--- src/rtl/car_motion_ctrl.sv ---
// Per-frame player-car motion: steering, speed, road scroll and crash timing, updated once per vsync.
// Optional build macro CAR_MOTION_WRAP_EN makes steering wrap around the X_MIN..X_MAX range instead of clamping.
module car_motion_ctrl #(
  parameter int X_MIN        = 16,
  parameter int X_MAX        = 232,
  parameter int X_START      = 128,
  parameter int Y_POS        = 128,
  parameter int STEER_STEP   = 2,
  parameter int MAX_SPEED    = 12,
  parameter int ACCEL_FRAMES = 4,
  parameter int CRASH_FRAMES = 60
) (
  input  logic        clk,
  input  logic        reset,
  input  logic        vsync,
  input  logic        btn_left,
  input  logic        btn_right,
  input  logic        btn_accel,
  input  logic        btn_brake,
  input  logic        collision,
  output logic [8:0]  player_x,
  output logic [8:0]  player_y,
  output logic [3:0]  speed,
  output logic [15:0] road_ofs,
  output logic        crashed,
  output logic        frame_tick
);

  localparam int ACW = (ACCEL_FRAMES > 1) ? $clog2(ACCEL_FRAMES) : 1;

  localparam logic [9:0]     XMIN10    = 10'(X_MIN);
  localparam logic [9:0]     XMAX10    = 10'(X_MAX);
  localparam logic [9:0]     STEP10    = 10'(STEER_STEP);
  localparam logic [9:0]     RANGE10   = 10'(X_MAX - X_MIN + 1);
  localparam logic [8:0]     XSTART9   = 9'(X_START);
  localparam logic [8:0]     YPOS9     = 9'(Y_POS);
  localparam logic [3:0]     SPEED_MAX = 4'(MAX_SPEED);
  localparam logic [ACW-1:0] ACC_LAST  = ACW'(ACCEL_FRAMES - 1);
  localparam logic [7:0]     CRASH_CNT = 8'(CRASH_FRAMES);

  typedef enum logic {DRIVE = 1'b0, CRASH = 1'b1} state_t;

  state_t         state_q, state_d;
  logic           vsync_q, vsync_d;
  logic           armed_q, armed_d;
  logic           frame_tick_q, frame_tick_d;
  logic           coll_latch_q, coll_latch_d;
  logic [ACW-1:0] accel_cnt_q, accel_cnt_d;
  logic [7:0]     crash_cnt_q, crash_cnt_d;
  logic [8:0]     player_x_q, player_x_d;
  logic [8:0]     player_y_q, player_y_d;
  logic [3:0]     speed_q, speed_d;
  logic [15:0]    road_ofs_q, road_ofs_d;
  logic           crashed_q, crashed_d;

  logic [9:0] x10, x_left, x_right;

  // Candidate positions one steering step away, in 10 bits so the left move never underflows.
  always_comb begin
    x10 = {1'b0, player_x_q};
`ifdef CAR_MOTION_WRAP_EN
    x_left  = (x10 < XMIN10 + STEP10) ? x10 + RANGE10 - STEP10 : x10 - STEP10;
    x_right = (x10 + STEP10 > XMAX10) ? x10 + STEP10 - RANGE10 : x10 + STEP10;
`else
    x_left  = (x10 < XMIN10 + STEP10) ? XMIN10 : x10 - STEP10;
    x_right = (x10 + STEP10 > XMAX10) ? XMAX10 : x10 + STEP10;
`endif
  end

  always_comb begin
    state_d      = state_q;
    vsync_d      = vsync;
    armed_d      = armed_q | ~vsync;
    // armed_q suppresses a tick from a vsync that was already high when reset released.
    frame_tick_d = vsync & ~vsync_q & armed_q;
    coll_latch_d = coll_latch_q;
    accel_cnt_d  = accel_cnt_q;
    crash_cnt_d  = crash_cnt_q;
    player_x_d   = player_x_q;
    player_y_d   = YPOS9;
    speed_d      = speed_q;
    road_ofs_d   = road_ofs_q;
    crashed_d    = crashed_q;

    if (state_q == DRIVE && collision) begin
      coll_latch_d = 1'b1;
    end

    if (frame_tick_q) begin
      case (state_q)
        DRIVE: begin
          if (coll_latch_q) begin
            state_d      = CRASH;
            speed_d      = 4'd0;
            accel_cnt_d  = '0;
            crash_cnt_d  = CRASH_CNT;
            crashed_d    = 1'b1;
            coll_latch_d = 1'b0;
          end else begin
            if (btn_brake) begin
              speed_d     = (speed_q > 4'd2) ? speed_q - 4'd2 : 4'd0;
              accel_cnt_d = '0;
            end else if (btn_accel) begin
              if (accel_cnt_q == ACC_LAST) begin
                accel_cnt_d = '0;
                speed_d     = (speed_q >= SPEED_MAX) ? SPEED_MAX : speed_q + 4'd1;
              end else begin
                accel_cnt_d = accel_cnt_q + ACW'(1);
              end
            end else begin
              accel_cnt_d = '0;
            end

            if (speed_q != 4'd0 && (btn_left ^ btn_right)) begin
              player_x_d = btn_left ? x_left[8:0] : x_right[8:0];
            end

            road_ofs_d = road_ofs_q + {12'd0, speed_q};
          end
        end
        CRASH: begin
          crash_cnt_d = crash_cnt_q - 8'd1;
          if (crash_cnt_q == 8'd1) begin
            state_d      = DRIVE;
            crashed_d    = 1'b0;
            player_x_d   = XSTART9;
            coll_latch_d = 1'b0;
          end
        end
        default: state_d = DRIVE;
      endcase
    end
  end

  always_ff @(posedge clk or negedge reset) begin
    if (!reset) begin
      state_q      <= DRIVE;
      vsync_q      <= 1'b0;
      armed_q      <= 1'b0;
      frame_tick_q <= 1'b0;
      coll_latch_q <= 1'b0;
      accel_cnt_q  <= '0;
      crash_cnt_q  <= 8'd0;
      player_x_q   <= XSTART9;
      player_y_q   <= YPOS9;
      speed_q      <= 4'd0;
      road_ofs_q   <= 16'd0;
      crashed_q    <= 1'b0;
    end else begin
      state_q      <= state_d;
      vsync_q      <= vsync_d;
      armed_q      <= armed_d;
      frame_tick_q <= frame_tick_d;
      coll_latch_q <= coll_latch_d;
      accel_cnt_q  <= accel_cnt_d;
      crash_cnt_q  <= crash_cnt_d;
      player_x_q   <= player_x_d;
      player_y_q   <= player_y_d;
      speed_q      <= speed_d;
      road_ofs_q   <= road_ofs_d;
      crashed_q    <= crashed_d;
    end
  end

  assign player_x   = player_x_q;
  assign player_y   = player_y_q;
  assign speed      = speed_q;
  assign road_ofs   = road_ofs_q;
  assign crashed    = crashed_q;
  assign frame_tick = frame_tick_q;

endmodule

--- config.mk ---
export PLATFORM = sky130hd
export DESIGN_NAME = car_motion_ctrl
export DESIGN_NICKNAME = d
export VERILOG_FILES = /design/src/rtl/car_motion_ctrl.sv
export SDC_FILE = /design/constraint.sdc
export NUM_CORES = 1
export LEC_CHECK = 0
export ABC_AREA = 0
export CORE_ASPECT_RATIO = 0.5
export CORE_UTILIZATION = 48
export CTS_BUF_LIST = sky130_fd_sc_hd__clkbuf_4 sky130_fd_sc_hd__clkbuf_8 sky130_fd_sc_hd__clkbuf_16
export DETAILED_ROUTE_END_ITERATION = 8
export GPL_TIMING_DRIVEN = 0
export PLACE_DENSITY = 0.76
export SLEW_MARGIN = 20
export SYNTH_ARGS = -nofsm -noshare
export SYNTH_HDL_FRONTEND = slang
export SYNTH_SLANG_ARGS = --single-unit
--- constraint.sdc ---
create_clock -name clk -period 1.9 [get_ports clk]
set_input_delay 0.38 -clock clk [delete_from_list [all_inputs] [get_ports clk]]
set_output_delay 0.38 -clock clk [all_outputs]
set_load 0.1 [all_outputs]
==> run_results.csv, run 1 <==
group,metric,value,unit
placed_design,dp_hpwl,5.02,mm
outcome,result_of_the_run,"finished with violations",
timing,period_needed,1.92,ns
clock_network,cts-root-to-sink-buffers,2,
clock_network,clkSinkCount,44,
setup_path,req_time_crit_path,2.10,ns
timing,slew_viol_final,0,
detailed_routing,detail_route.drc_violations,3,
setup_path,crit_chain,"buf_6 -> inv_4 -> ha_4 -> nor3b_4 -> nand2_1 -> xnor2_2 -> a2111oi_2 -> a221oi_2",
clock_network,worst_skew_late_latency,0.29,ns
pwr,pwrdens,1590,mW/mm^2
flow_run,cap_viol_max_count,0,
detailed_routing,wirelength,7.38,mm
global_routing,global_route_wire_length_before_repair,11.8,mm
pwr,p_total,6.42,mW
floorplanning,floorplan.die_area,0.00642,sq mm
setup_path,crit_type,"reg -> reg",
finish,antenna-diode-count,0,
clock_network,tritoncts_clock_tree,"built",
floorplanning,starting_density_of_the_core,51.6,%
synthesis,synth_edf_count,0,
global_routing,antenna_violations_before_repair,0,
floorplanning,io_pins,48,
pwr,power.leakage,1.74,nW
synthesis,postSynth.asyncResetShare,100,%
synthesis,post_synth.cell_area_avg,9.15,sq um
detailed_routing,antenna_left,0,
clock_network,cts-root-buf,"sky130_fd_sc_hd__clkbuf_16",
global_routing,grt.total_usage,23.8,%
timing,slew-limit-headroom,36.5,%
setup_path,cp_max_fo,10,
synthesis,post_synthesis_register_bit_count,44,
floorplanning,die_width,112,microns
floorplanning,placeable_area,0.00566,sq mm
setup_path,setup.reg_to_reg.worst_slack,-0.02,ns
finish,drive_above_1_share,36.0,%
synthesis,syn-instance-count,319,
synthesis,synth_sequential_area_ratio,37.7,%
clock_network,cts.htree.levels,2,
synthesis,synth_top_flop_cell,"sky130_fd_sc_hd__dfrtp_1",
detailed_routing,routedWlPerCell,16.0,microns
timing,finalWorstSetupSlack,-0.0173,ns
finish,final_cell_mix,"35 x sky130_fd_sc_hd__nand2_1, 28 x sky130_fd_sc_hd__buf_4, 27 x sky130_fd_sc_hd__dfrtp_1",
timing,layout_worst_path_cycle_share,101,%
setup_path,slowest_stage,"sky130_fd_sc_hd__dfrtp_4",
setup_path,timing.critical_path.slowest_cell_delay,0.50,ns
outcome,failing_checks,"DRC, setup timing",
timing,tightestPinTransition,0.957,ns
floorplanning,rows,19,
finish,num-nets-final,411,
floorplanning,dieHeight,57.2,microns
setup_path,cpLargestDelayFamily,"flip-flops",
timing,finalClockSkew,0.00432,ns
clock_network,cts_made_buffers,5,
setup_path,setup.worst_path.end_class,"register",
clock_network,worst_setup_hold_path_clk_slew,0.07,ns
synthesis,number_of_warnings_issued_by_yosys,0,
timing,tns,-0.0173,ns
synthesis,syn_area,0.00292,sq mm
finish,area_growth,38.8,%
timing,setup_repair_after_global_routing_missed_its_margin,"true",
setup_path,setup.worst_path.start_class,"register",
global_routing,first_global_vias,2500,
detailed_routing,first_iter_violations,174,
setup_path,worst_ep_arrival_time,2.12,ns
timing,hold-worst-slack,0.115,ns
synthesis,synth.distinct_cells,61,
clock_network,cts_hold_buffers,0,
global_routing,grt_overflow,0,
detailed_routing,route.detailed.vias_per_inst,5.66,
worst_hold_path,worst_hold_check_path_type,"in -> async",
timing,fmaxAchievable,522,MHz
detailed_routing,detailedRoute.firstPassIterationCount,6,
global_routing,grt_start_max_net_pins,27,
setup_path,critPathBufInv,2,
timing,timing.final.setup_violations,1,
placed_design,finalWeightedCongestion,0.888,
pwr,worst_ir_drop_vdd,0.775,mV
placed_design,place.port_buffers,37,
timing,report.final.hold_viol_count,0,
finish,layout_commonest_cell,"sky130_fd_sc_hd__nand2_1",
detailed_routing,routed-via-count,2614,
flip-flops by register name, summed over array words and instances (netlist names):
signal / flops
frame_tick: 1
state_q: 1
crashed: 1
vsync_q: 1
crash_cnt_q: 8
player_x: 8
armed_q: 1
road_ofs: 16
coll_latch_q: 1
accel_cnt_q: 2
speed: 4
final timing paths:
check                              end  cells after the start         from
hold reg to reg             frame_tick                      1      vsync_q
min in group clk            frame_tick                      1      vsync_q
hold / removal             road_ofs[9]                      1        reset
max in group asynchronous  player_x[7]                      2        reset
setup / recovery           player_x[7]                      8  player_x[2]
setup reg to reg           player_x[7]                      8  player_x[2]
final cells by class:
type | count | area [sq um]
multi-input combinational | 241 | 1860
fill | 425 | 1610
timing repair buffer | 55 | 528
tap | 73 | 91.3
inverter | 20 | 87.6
clock buffer | 5 | 125
sequential | 44 | 1150
buffer | 21 | 163
clock inverter | 3 | 46.3
Yosys cell counts (all sizes together) (8+ instances only):
master	count	share of area, %
dfrtp	43	37
nand2	36	4.6
o21ai	22	4.0
buf	20	4.7
inv	20	2.6
nor2	20	2.7
ha	14	6.0
xor2	13	3.9
nand3	11	2.1
a21oi	9	1.5
nor4	9	2.8
xnor2	8	2.4
layer usage:
metal	global-route usage (%)	part of all wire, %	vias to the layer above
met5	0	0	-
met4	7.05	2.0	0
met3	5.53	5.8	18
met2	40.4	48	94
met1	31.0	44	1249
li1	-	-	1253
through the flow:
stage               worst slack [ns]  util, %  std cells  cell area, sq um
floorplan                     -0.169        -        327              3100
global placement              -0.996     62.9        437              3560
detailed placement            -0.410     63.3        438              3580
CTS                         -0.00321     68.1        451              3850
global route                 -0.0786     71.6        462              4050
finish                       -0.0173     71.6        462              4050
where the power goes:
part / leakage [nW] / total, mW / switching [mW] / internal (mW)
logic: 1.13 / 3.73 / 2.48 / 1.25
registers: 0.533 / 1.68 / 0.398 / 1.28
clock network: 0.0804 / 1.02 / 0.390 / 0.625
total: 1.74 / 6.42 / 3.27 / 3.16
what timing repair did:
| item | CTS | global route |
|---|---|---|
| resized for setup | 94 | 37 |
| pin swaps | 4 | 11 |
| endpoints found under the hold margin | 0 | 0 |
| buffers inserted | 5 | 12 |
| endpoints found under the setup margin | 44 | 24 |
cell families after synthesis:
kind of cell	synth area share [%]
adders and majority gates	6.68
AOI/OAI and AO/OA	18.1
buffers and inverters	7.54
DFF	37.7
and+or+nand+nor	23.4
xor gates and xnor gates	6.30
other	0.257
Note: power is estimated with default switching activity, not from simulation.
==> run 2, diff against run 1 <==
- CAP_MARGIN: unset -> 20
==> results of run 2 <==
No change in the layout: final DEF, timing and power equal those of run 1.
